`src/rtl/text_buffer_ctrl.sv`:
```
// text_buffer_ctrl: character-cell text buffer write controller (CLEAR/IDLE/WRITE/FILL).
// Optional macro TXT_BACKSPACE_EN enables 0x08 as a destructive backspace.
module text_buffer_ctrl #(
    parameter int ADDR_WIDTH = 11,
    parameter int DATA_WIDTH = 8,
    parameter int COLS_LOG2  = 6
) (
    input  logic                  clk,
    input  logic                  reset,
    input  logic [DATA_WIDTH-1:0] rx_data,
    input  logic                  rx_valid,
    output logic                  rx_ready,
    input  logic                  clr_req,
    output logic                  ram_we,
    output logic [DATA_WIDTH-1:0] ram_din,
    output logic [ADDR_WIDTH-1:0] ram_addr,
    output logic [ADDR_WIDTH-1:0] cursor,
    output logic                  busy
);
    typedef enum logic [1:0] {CLEAR, IDLE, WRITE, FILL} state_t;
    localparam logic [DATA_WIDTH-1:0] SP = DATA_WIDTH'('h20);
    localparam logic [DATA_WIDTH-1:0] LF = DATA_WIDTH'('h0A);
    localparam logic [DATA_WIDTH-1:0] CR = DATA_WIDTH'('h0D);
    state_t                state_q, state_d;
    logic [ADDR_WIDTH-1:0] cursor_q, cursor_d, ram_addr_q, ram_addr_d;
    logic [ADDR_WIDTH:0]   clr_cnt_q, clr_cnt_d;
    logic [DATA_WIDTH-1:0] ram_din_q, ram_din_d;
    logic                  ram_we_q, ram_we_d, clr_pending_q, clr_pending_d;
    logic                  accept, line_end, go_clear;
`ifdef TXT_BACKSPACE_EN
    localparam logic [DATA_WIDTH-1:0] BS = DATA_WIDTH'('h08);
    logic bs_q, bs_d;
`endif
    assign rx_ready = (state_q == IDLE) && !clr_req && !clr_pending_q;
    assign accept   = rx_valid && rx_ready;
    assign line_end = &cursor_q[COLS_LOG2-1:0];
    assign go_clear = clr_pending_q || clr_req;
    assign ram_we   = ram_we_q;
    assign ram_din  = ram_din_q;
    assign ram_addr = ram_addr_q;
    assign cursor   = cursor_q;
    assign busy     = state_q != IDLE;
    always_comb begin
        state_d       = state_q;
        cursor_d      = cursor_q;
        clr_cnt_d     = clr_cnt_q;
        clr_pending_d = clr_pending_q;
        ram_we_d      = 1'b0;
        ram_addr_d    = ram_addr_q;
        ram_din_d     = ram_din_q;
`ifdef TXT_BACKSPACE_EN
        bs_d          = bs_q;
`endif
        case (state_q)
            CLEAR: begin
                // top counter bit marks that the last cell has been issued
                if (clr_cnt_q[ADDR_WIDTH]) begin
                    state_d  = IDLE;
                    cursor_d = '0;
                end else begin
                    ram_we_d   = 1'b1;
                    ram_addr_d = clr_cnt_q[ADDR_WIDTH-1:0];
                    ram_din_d  = SP;
                    clr_cnt_d  = clr_cnt_q + 1'b1;
                end
            end
            IDLE: begin
                if (clr_req) begin
                    state_d   = CLEAR;
                    clr_cnt_d = '0;
                end else if (accept) begin
                    if (rx_data == LF) begin
                        state_d    = FILL;
                        ram_we_d   = 1'b1;
                        ram_addr_d = cursor_q;
                        ram_din_d  = SP;
                    end
`ifdef TXT_BACKSPACE_EN
                    else if (rx_data == BS) begin
                        if (cursor_q[COLS_LOG2-1:0] != '0) begin
                            state_d    = WRITE;
                            cursor_d   = cursor_q - 1'b1;
                            ram_we_d   = 1'b1;
                            ram_addr_d = cursor_q - 1'b1;
                            ram_din_d  = SP;
                            bs_d       = 1'b1;
                        end
                    end
`endif
                    else if (rx_data != CR) begin
                        state_d    = WRITE;
                        ram_we_d   = 1'b1;
                        ram_addr_d = cursor_q;
                        ram_din_d  = rx_data;
`ifdef TXT_BACKSPACE_EN
                        bs_d       = 1'b0;
`endif
                    end
                end
            end
            WRITE: begin
                cursor_d      = cursor_q + 1'b1;
`ifdef TXT_BACKSPACE_EN
                if (bs_q) cursor_d = cursor_q;
`endif
                clr_pending_d = 1'b0;
                state_d       = go_clear ? CLEAR : IDLE;
                clr_cnt_d     = '0;
            end
            FILL: begin
                cursor_d = cursor_q + 1'b1;
                if (!line_end) begin
                    ram_we_d      = 1'b1;
                    ram_addr_d    = cursor_q + 1'b1;
                    clr_pending_d = go_clear;
                end else begin
                    clr_pending_d = 1'b0;
                    state_d       = go_clear ? CLEAR : IDLE;
                    clr_cnt_d     = '0;
                end
            end
            default: state_d = CLEAR;
        endcase
    end
    always_ff @(posedge clk or posedge reset) begin
        if (reset) begin
            state_q       <= CLEAR;
            cursor_q      <= '0;
            clr_cnt_q     <= '0;
            clr_pending_q <= 1'b0;
            ram_we_q      <= 1'b0;
            ram_addr_q    <= '0;
            ram_din_q     <= '0;
        end else begin
            state_q       <= state_d;
            cursor_q      <= cursor_d;
            clr_cnt_q     <= clr_cnt_d;
            clr_pending_q <= clr_pending_d;
            ram_we_q      <= ram_we_d;
            ram_addr_q    <= ram_addr_d;
            ram_din_q     <= ram_din_d;
        end
    end
`ifdef TXT_BACKSPACE_EN
    always_ff @(posedge clk or posedge reset) begin
        if (reset) bs_q <= 1'b0;
        else       bs_q <= bs_d;
    end
`endif
endmodule

```
`config.mk`:
```
export PLATFORM = sky130hd
export DESIGN_NAME = text_buffer_ctrl
export DESIGN_NICKNAME = d
export VERILOG_FILES = /design/src/rtl/text_buffer_ctrl.sv
export SDC_FILE = /design/constraint.sdc
export NUM_CORES = 1
export LEC_CHECK = 0
export BUFFER_PORTS_ARGS = -buffer_cell sky130_fd_sc_hd__buf_2
export CORE_ASPECT_RATIO = 2
export CORE_MARGIN = 1.5
export CORE_UTILIZATION = 56
export DETAILED_ROUTE_END_ITERATION = 12
export GPL_ROUTABILITY_DRIVEN = 0
export PLACE_DENSITY = 0.8
export SLEW_MARGIN = 20
export SYNTH_ARGS = -nofsm -noshare
export SYNTH_HDL_FRONTEND = slang
export SYNTH_SLANG_ARGS = --single-unit
```
`constraint.sdc`:
```
create_clock -name clk -period 2.3 [get_ports clk]
set_input_delay 0.345 -clock clk [delete_from_list [all_inputs] [get_ports clk]]
set_output_delay 0.345 -clock clk [all_outputs]
set_load 0.01 [all_outputs]
```
# Word level (Yosys, flattened, before mapping)
# Index checks and enable logic that the tools add are counted.
# totals
regBits	46
latch_bits	0
mem_bits_rw	0
mem_bits_ro	0
input_bits	12
elab_cells	81
memories	0
# classes
addsub	2
mul	0
n_div	0
order_cmp	0
eq_ne	16
shifts	0
mux	36
bitwise_logic	0
reduce_logical	19
# ops
cell	count
two-way mux 11 bit	7
one-hot mux 12 bit (4 select lines)	1
two-way mux 8 bit	5
two-way mux 12 bit	3
one-hot mux 11 bit (3 select lines)	1
one-hot mux 11 bit (2 select lines)	1
one-hot mux 8 bit (2 select lines)	1
!= test 2 bit, second input constant	7
adder 12 x 1 -> 12 bit, second input constant	1
two-way mux 2 bit	6
AND reduction 6 bit	2
adder 11 x 1 -> 11 bit, second input constant	1
== test 8 x 4 -> 1 bit, second input constant	1
two-way mux 1 bit	8
!= test 8 x 4 -> 1 bit, second input constant	1
one-hot mux 2 bit (4 select lines)	1
nonzero test 2 bit	3
AND reduction 5 bit	1
== test 2 bit, second input constant	2
!= test 4 x 2 -> 1 bit, second input constant	1
AND reduction 2 bit	2
AND reduction 4 bit	1
logical AND 1 bit	3
!= test 3 x 1 -> 1 bit, second input constant	1
11 further kinds	12

# Longest topological paths before layout
# Gate-level depths: netlist (run 1).
# logic_depth
ltp_word	7
depth_mapped	7

# Worst setup path before layout (run 1)
# OpenSTA, ideal clock, no wires.
# synth_path
path_kind	reg2reg
start	register cursor_q[0] (netlist: cursor[0])
end	register ram_addr_q[0] (netlist: ram_addr[0])
setup_ps	125
arrival_time_ps	1913
required_ps	2175
path_slack_ps	262
stages_incl_launch_ff	8
period_less_slack_ps	2038
cell_sequence	dfrtp_1 ha_1 and4_4 buf_6 a21oi_4 o22ai_2 buf_6 mux2_4
# synth_between
elab_chain_len	5
# synth_rtl
element	line	source
start, declared	25	logic [ADDR_WIDTH-1:0] cursor_q, cursor_d, ram_addr_q, ram_addr_d;
start signal, assigned	136	cursor_q <= cursor_d;
parallel branches: the longest is 5 deep, another holds adder 11 x 1 -> 11 bit	n/a	
end signal, assigned	140	ram_addr_q <= ram_addr_d;
end, declared	25	
# Several ways; the timed one is not identified. The select of a mux whose other input is x is not followed.
# A chain may end at the register's enable or synchronous reset.

# Final worst setup path (run 1)
# layout_path
start	register cursor_q[1] (netlist: cursor[1])
end	register clr_cnt_q[5]
# layout_between
elab_chain_len	3
# layout_rtl
element	line	source
AND reduction 6 bit	36	assign line_end = &cursor_q[COLS_LOG2-1:0];
!= test 2 bit (no source line)	n/a	
AND reduction 3 bit (no source line)	n/a	
end signal, assigned	137	clr_cnt_q <= clr_cnt_d;
end, declared	26	logic [ADDR_WIDTH:0] clr_cnt_q, clr_cnt_d;
# Every way passes these cells.

==> results of run 1 <==
## cells in the mapped netlist, types with 3 or more instances
master and instances:
dfrtp_1 46, a21oi_1 21, o21ai_0 20, nand2_1 16
nor2_1 15, inv_1 13, nand4_1 13, o31ai_1 12
or4_1 11, nand3_1 10, mux2_4 9, buf_2 8
a31oi_1 7, mux2i_1 6, clkbuf_1 4, or3_1 4
xor2_1 4, a21oi_4 3, a22o_1 3, mux2_1 3
nand2b_1 3, nor2b_1 3, nor3_1 3
## cell type report
cell class,count,area [sq um]
fill,371,1500
multi-input combinational,195,1350
sequential,46,1150
timing repair buffer,59,335
clock buffer,6,82.6
tap,55,68.8
inverter,13,48.8
clock inverter,2,12.5
## stage by stage
stage | setup WS, ns | area (sq um) | hold slack (ns)
3_3_place_gp | 0.422 | 2950 | 0.258
5_1_grt | 0.142 | 3050 | 0.337
2_1_floorplan | 0.262 | 2650 | 0.479
3_5_place_dp | 0.322 | 2950 | 0.259
6_report | 0.288 | 3050 | 0.313
4_1_cts | 0.306 | 3050 | 0.308
## routing by layer
metal,global-route usage (%),wire (microns)
met5,0,0
met2,49.3,3560
met4,14.6,189
met3,4.02,166
met1,29.8,2430
## worst min-delay path, delay by kind of cell
family                 cells  cell delay (ns)
AOI/OAI and AO/OA          1             0.07
and+or+nand+nor            1             0.07
buffers and inverters      1             0.10
## worst min path at each step
| stage | startpoint | endpoint | slack [ns] | cells past startpoint |
|---|---|---|---|---|
| floorplan | clr_cnt_q[11] | clr_cnt_q[0] | 0.48 | 1 |
| global placement | reset | ram_addr[3] | 0.26 | 2 |
| detailed placement | reset | ram_addr[3] | 0.26 | 2 |
| CTS | rx_data[0] | ram_din[0] | 0.31 | 3 |
| global route | rx_data[3] | ram_din[3] | 0.34 | 3 |
| finish | rx_data[0] | ram_din[0] | 0.31 | 3 |
## power by group
group / internal (mW) / total, mW / switching, mW
clock: 0.242 / 0.518 / 0.276
combinational: 0.861 / 1.86 / 0.999
sequential: 1.04 / 1.26 / 0.228
total: 2.14 / 3.64 / 1.50
## cells by family (layout without fill, tap and decap cells)
group,count (synthesis),in the layout,share of synthesized area (%)
buffers and inverters,30,80,5.34
adder cells (fa/ha/maj),2,2,0.945
flip-flops,46,46,43.5
multiplexers,20,20,9.50
AND/OR/NAND/NOR,88,88,18.9
XOR/XNOR,6,6,1.99
AO/OA/AOI/OAI,79,79,19.8
## state kept, by name (all words and copies together) (netlist names)
| signal | flops |
|---|---|
| clr_pending_q | 1 |
| ram_addr | 11 |
| clr_cnt_q | 12 |
| cursor | 11 |
| ram_we | 1 |
| state_q | 2 |
| ram_din | 8 |
==> metrics.md, run 1 <==
| Metric | Value |
|---|---|
| Final total power | 3.64 mW |
| Final clock skew | 0.0108 ns |
| Cell Chain, Critical Path | ha_1 -> and4_4 -> a21oi_4 -> buf_4 -> or4_1 -> a21oi_1 |
| Congestion Overflow GR | 0 |
| Worst EP required | 2.52 ns |
| Antenna Nets Post-Route | 0 |
| Top_reg_cell synth | dfrtp_1 |
| Worst EP arrival | 2.23 ns |
| Post-CTS Setup Repair Bufs | 0 |
| Share of the synthesized area in the top cell type | 43.5% |
| Area grow syn2layout | 15.4% |
| Non-Filler Instances | 376 |
| Max cap viols | 0 |
| Inserted Clock Buffers | 5 |
| Clk Latency, worst-skew pair | 0.31 ns |
| Slew HR | 49.5% |
| Max incr delay on CP | 0.50 ns |
| Syn avg cell area | 9.76 sq um |
| Share of layout cells above drive strength 1 | 26.8% |
| #FFs+latches synth | 46 |
| Routed vias | 2330 |
| Max VDD drop | 0.987 mV |
| Drt wl/cell | 16.9 microns |
| Synth area leaders | dfrtp_1 (43%), mux2_4 (5.1%), a21oi_1 (4.0%) |
| CTS Hold Bufs | 1 |
| CP top delay family | simple AND/OR/NAND/NOR gates |
| Number of cells on the worst reg-to-reg path | 6 |
| Register area share after synthesis | 43.5% |
| Commonest cells after routing, fill and taps aside | dfrtp_1 (46), buf_2 (44), a21oi_1 (21) |
| Post-synth EDFFs | 0 |
| CORE AREA | 4550 sq um |
| Syn nets | 285 |
| First-pass GRT wire length | 10800 microns |
| Worst Hold Class | primary input to register |
| Clock sinks | 46 |
| DRT Wirelength | 6340 microns |
| Die footprint | 5170 sq um |
| R2R Path Start | cursor[1] |
| Initial DRC Count | 63 |
| Synth Instances | 271 |
| DP HPWL | 4830 microns |
| CP Depth | 6 |
| Cell Count Post-Placement | 367 |
| Clock root cell | clkbuf_8 |
| Crit. End Element | register |
| Critical R2R Capture | clr_cnt_q[5] |
| Maximum buffer depth of the clock tree | 2 |
| Final #Nets | 334 |
| Max-slew violations | 0 |
| CTS tree | yes |
| Final Core Density | 67.0% |
| Residual DRC | 0 |
| Leak pwr | 1.39 nW |
| Port buffer count | 44 |
| Worst setup SP type | register |
| Post-synth ARST share | 100% |
| Chip width | 51.6 microns |
| Fmax | 497 MHz |
| H-tree Lvls | 2 |
| Rows | 35 |
| # diodes | 0 |
| Die H | 100 microns |
| Kind of critical path | register to register |
| Tcrit/Tclk final | 87.5% |
| Min cycle time layout | 2.01 ns |
| Reg clk slew, reported paths | 0.09 ns |
| Final Hold Viols | 0 |
| CP bufs+invs | 1 |
| Most common cell after layout, fill and taps aside | dfrtp_1 |
| Worst Path Max Fanout | 18 |
| Yosys cell types | 48 |
| Status | completed |
| Crit path to | clr_cnt_q[5] |
| RSZ-0062 raised after global routing | no |
| Crit-path slowest cell | or4_1 |
| Warnings, synthesis | 0 |
| GRT Overall Usage | 27.4% |
| Largest net degree at the start of global routing | 25 |
| Via-to-Cell Ratio | 6.20 |
| Cell area after synthesis | 2650 sq um |
| Worst Tran Pin Value | 0.756 ns |
| Setup crit start | cursor[1] |
| Power per Cell Area | 1190 nW/um^2 |
| Initial antenna violation count | 0 |
| Final setup TNS | 0 ns |
| Largest area contributor in the netlist | dfrtp_1 |
| Post-cts sizing count | 0 |
| # IOs | 45 |
| Number of global-route vias before repair | 2374 |
| Drt pass-1 iters | 4 |
| # setup viols final | 0 |
| Initial Util | 58.1% |
| R2r setup slk | 0.29 ns |
Power figures use the tool's default switching activity.
==> run 2: changes to the inputs <==
- CORE_UTILIZATION: 56 -> 58
- CTS_BUF_LIST: unset -> sky130_fd_sc_hd__clkbuf_2 sky130_fd_sc_hd__clkbuf_4 sky130_fd_sc_hd__clkbuf_8
- PLACE_DENSITY: 0.8 -> 0.82
- TNS_END_PERCENT: unset -> 10
==> run 2 against run 1 <==
Net effect: wire length down 0.50%; register-to-register slack worse by 0.19 ns; non-clock buffer count down 3; global-route usage up 0.41 points; count of clock-buffer cells in the layout down 1; sequential power about the same; combinational power about the same; hold slack worse by 0.098 ns; via count down 1.5%; final cell count down 1.1%; critical path type unchanged.
==> metrics.md, run 2 (synthesized netlist as in run 1, its figures left out) <==
| Metric | Value |
|---|---|
| Most common cell after layout, fill and taps aside | dfrtp_1 |
| Worst setup SP type | register |
| Final Core Density | 70.0% (+3.0 points) |
| RSZ-0062 raised after global routing | no |
| Cell Chain, Critical Path | ha_1 -> and4_4 -> a21oi_4 -> buf_4 -> or4_1 -> a21oi_1 |
| Final clock skew | 0.00774 ns (-0.00308 ns) |
| Largest register by flop count | clr_cnt_q |
| Number of global-route vias before repair | 2366 (-0.34%) |
| Min cycle time layout | 2.21 ns (+0.193 ns) |
| Clk pwr share | 18.7% (+4.5 points) |
| Clk Latency, worst-skew pair | 0.30 ns (about the same) |
| Die H | 98.5 microns (-1.7%) |
| Drt pass-1 iters | 4 (unchanged) |
| # IOs | 45 (unchanged) |
| Status | completed |
| Routed vias | 2295 (-1.5%) |
| Fmax | 454 MHz (-8.8%) |
| Maximum buffer depth of the clock tree | 2 (unchanged) |
| Largest net degree at the start of global routing | 41 (+64%) |
| Switching Share | 39.4% (-1.9 points) |
| Initial DRC Count | 67 (+6.3%) |
| Hold slack | 0.215 ns (-0.0982 ns) |
| Max incr delay on CP | 0.52 ns (+0.02 ns) |
| Worst Tran Pin Value | 0.857 ns (+0.101 ns) |
| Final setup TNS | 0 ns (unchanged) |
| Final total power | 3.83 mW (+5.3%) |
| First-pass GRT wire length | 10800 microns (+0.51%) |
| Power per Cell Area | 1250 nW/um^2 (+4.7%) |
| Finished Cell Area | 3070 sq um (+0.53%) |
| R2r setup slk | 0.09 ns (-0.19 ns) |
| Setup crit start | cursor[0] |
| CP top delay family | simple AND/OR/NAND/NOR gates |
| Via-to-Cell Ratio | 6.17 (-0.44%) |
| Tcrit/Tclk final | 95.9% (+8.4 points) |
| H-tree Lvls | 2 (unchanged) |
| R2R Path Start | cursor[0] |
| Slew HR | 42.8% (-6.7 points) |
| Worst EP arrival | 2.43 ns (+0.20 ns) |
| Commonest cells after routing, fill and taps aside | dfrtp_1 (46), buf_2 (44), a21oi_1 (21) |
| Residual DRC | 0 (unchanged) |
| Worst Path Max Fanout | 18 (unchanged) |
| # diodes | 0 (unchanged) |
| Final #Nets | 331 (-0.90%) |
| Clock root cell | clkbuf_8 |
| Psw | 1.51 mW (+0.52%) |
| DP HPWL | 4550 microns (-5.9%) |
| Post-cts sizing count | 0 (unchanged) |
| Max VDD drop | 0.869 mV (-12%) |
| Drt wl/cell | 17.0 microns (+0.57%) |
| CP bufs+invs | 1 (unchanged) |
| CORE AREA | 4380 sq um (-3.8%) |
| Port buffer count | 44 (unchanged) |
| DRT Wirelength | 6310 microns (-0.50%) |
| CTS tree | yes |
| Cell Int Power | 2.32 mW (+8.6%) |
| Worst Hold Class | primary input to async pin |
| Final Hold Viols | 0 (unchanged) |
| Max reg flops | 12 (unchanged) |
| # fillers | 333 (-10%) |
| Inserted Clock Buffers | 5 (unchanged) |
| Share of layout cells above drive strength 1 | 26.4% (-0.38 points) |
| Max cap viols | 0 (unchanged) |
| Initial Util | 60.4% (+2.3 points) |
| Worst EP required | 2.52 ns (about the same) |
| Post-CTS Setup Repair Bufs | 0 (unchanged) |
| Crit-path slowest cell | or4_1 |
| Initial antenna violation count | 0 (unchanged) |
| Reg power frac | 33.5% (-1.2 points) |
| Antenna Nets Post-Route | 0 (unchanged) |
| Kind of critical path | register to register |
| CTS Hold Bufs | 0 (-1) |
| Max-slew violations | 0 (unchanged) |
| Chip width | 50.8 microns (-1.6%) |
| Area grow syn2layout | 16.0% |
| Logic gate share of total power | 47.8% (-3.3 points) |
| Clock sinks | 46 (unchanged) |
| GRT Overall Usage | 27.9% (+0.41 points) |
| Reg clk slew, reported paths | 0.09 ns (about the same) |
| Leak pwr | 1.40 nW (+0.54%) |
| DP Area | 2930 sq um (-0.55%) |
| Crit. End Element | register |
| Congestion Overflow GR | 0 (unchanged) |
| # setup viols final | 0 (unchanged) |
| Rows | 34 (-2.9%) |
| Die footprint | 5000 sq um (-3.3%) |
[run 2: cell count changes in the layout (fill, tap and decap cells not counted), sizes merged]
cell | before | now
buf | 58 | 56
bufinv | 0 | 2
clkbuf | 6 | 5
clkinvlp | 1 | 0
dlygate4sd3 | 1 | 0
[run 2: worst paths after layout]
check / endpoint / depth (start not counted)
max in group asynchronous: cursor[1] / 3
worst min register to register: ram_addr[9] / 1
min in group clk: ram_din[6] / 3
worst min-delay path: ram_din[4] / 2
worst max register to register: clr_cnt_q[3] / 6
worst max-delay path: clr_cnt_q[3] / 6
[run 2: routing by layer]
layer	wire, microns	vias up	track usage [%]
li1	-	1103	-
met1	2590	1111	33.6
met2	3350	61	47.3
met3	167	20	3.94
met4	202	0	14.3
met5	0	-	0
[run 2: power by group through the flow]
| stage | clock, mW | combinational [mW] | sequential (mW) |
|---|---|---|---|
| final | 0.719 | 1.83 | 1.28 |
| after global routing | 0.755 | 2.01 | 1.31 |
| after CTS | 0.731 | 1.83 | 1.28 |
| after detailed placement | 0 | 1.82 | 1.29 |
| after global placement | 0 | 1.78 | 1.28 |
| after floorplan | 0 | 1.28 | 1.29 |
[run 2: stage by stage]
stage               std cells  setup WS, ns
floorplan                 271         0.262
global placement          364         0.257
detailed placement        364         0.160
CTS                       372        0.0965
global route              372       0.00356
finish                    372        0.0950
[run 2: layout make-up]
type	instances	area [sq um]	share of cell area, %
clock buffer	5	68.8	2.24
clock inverter	3	68.8	2.24
inverter	13	48.8	1.59
multi-input combinational	195	1350	44.1
sequential	46	1150	37.5
tap	54	67.6	2.20
timing repair buffer	56	310	10.1
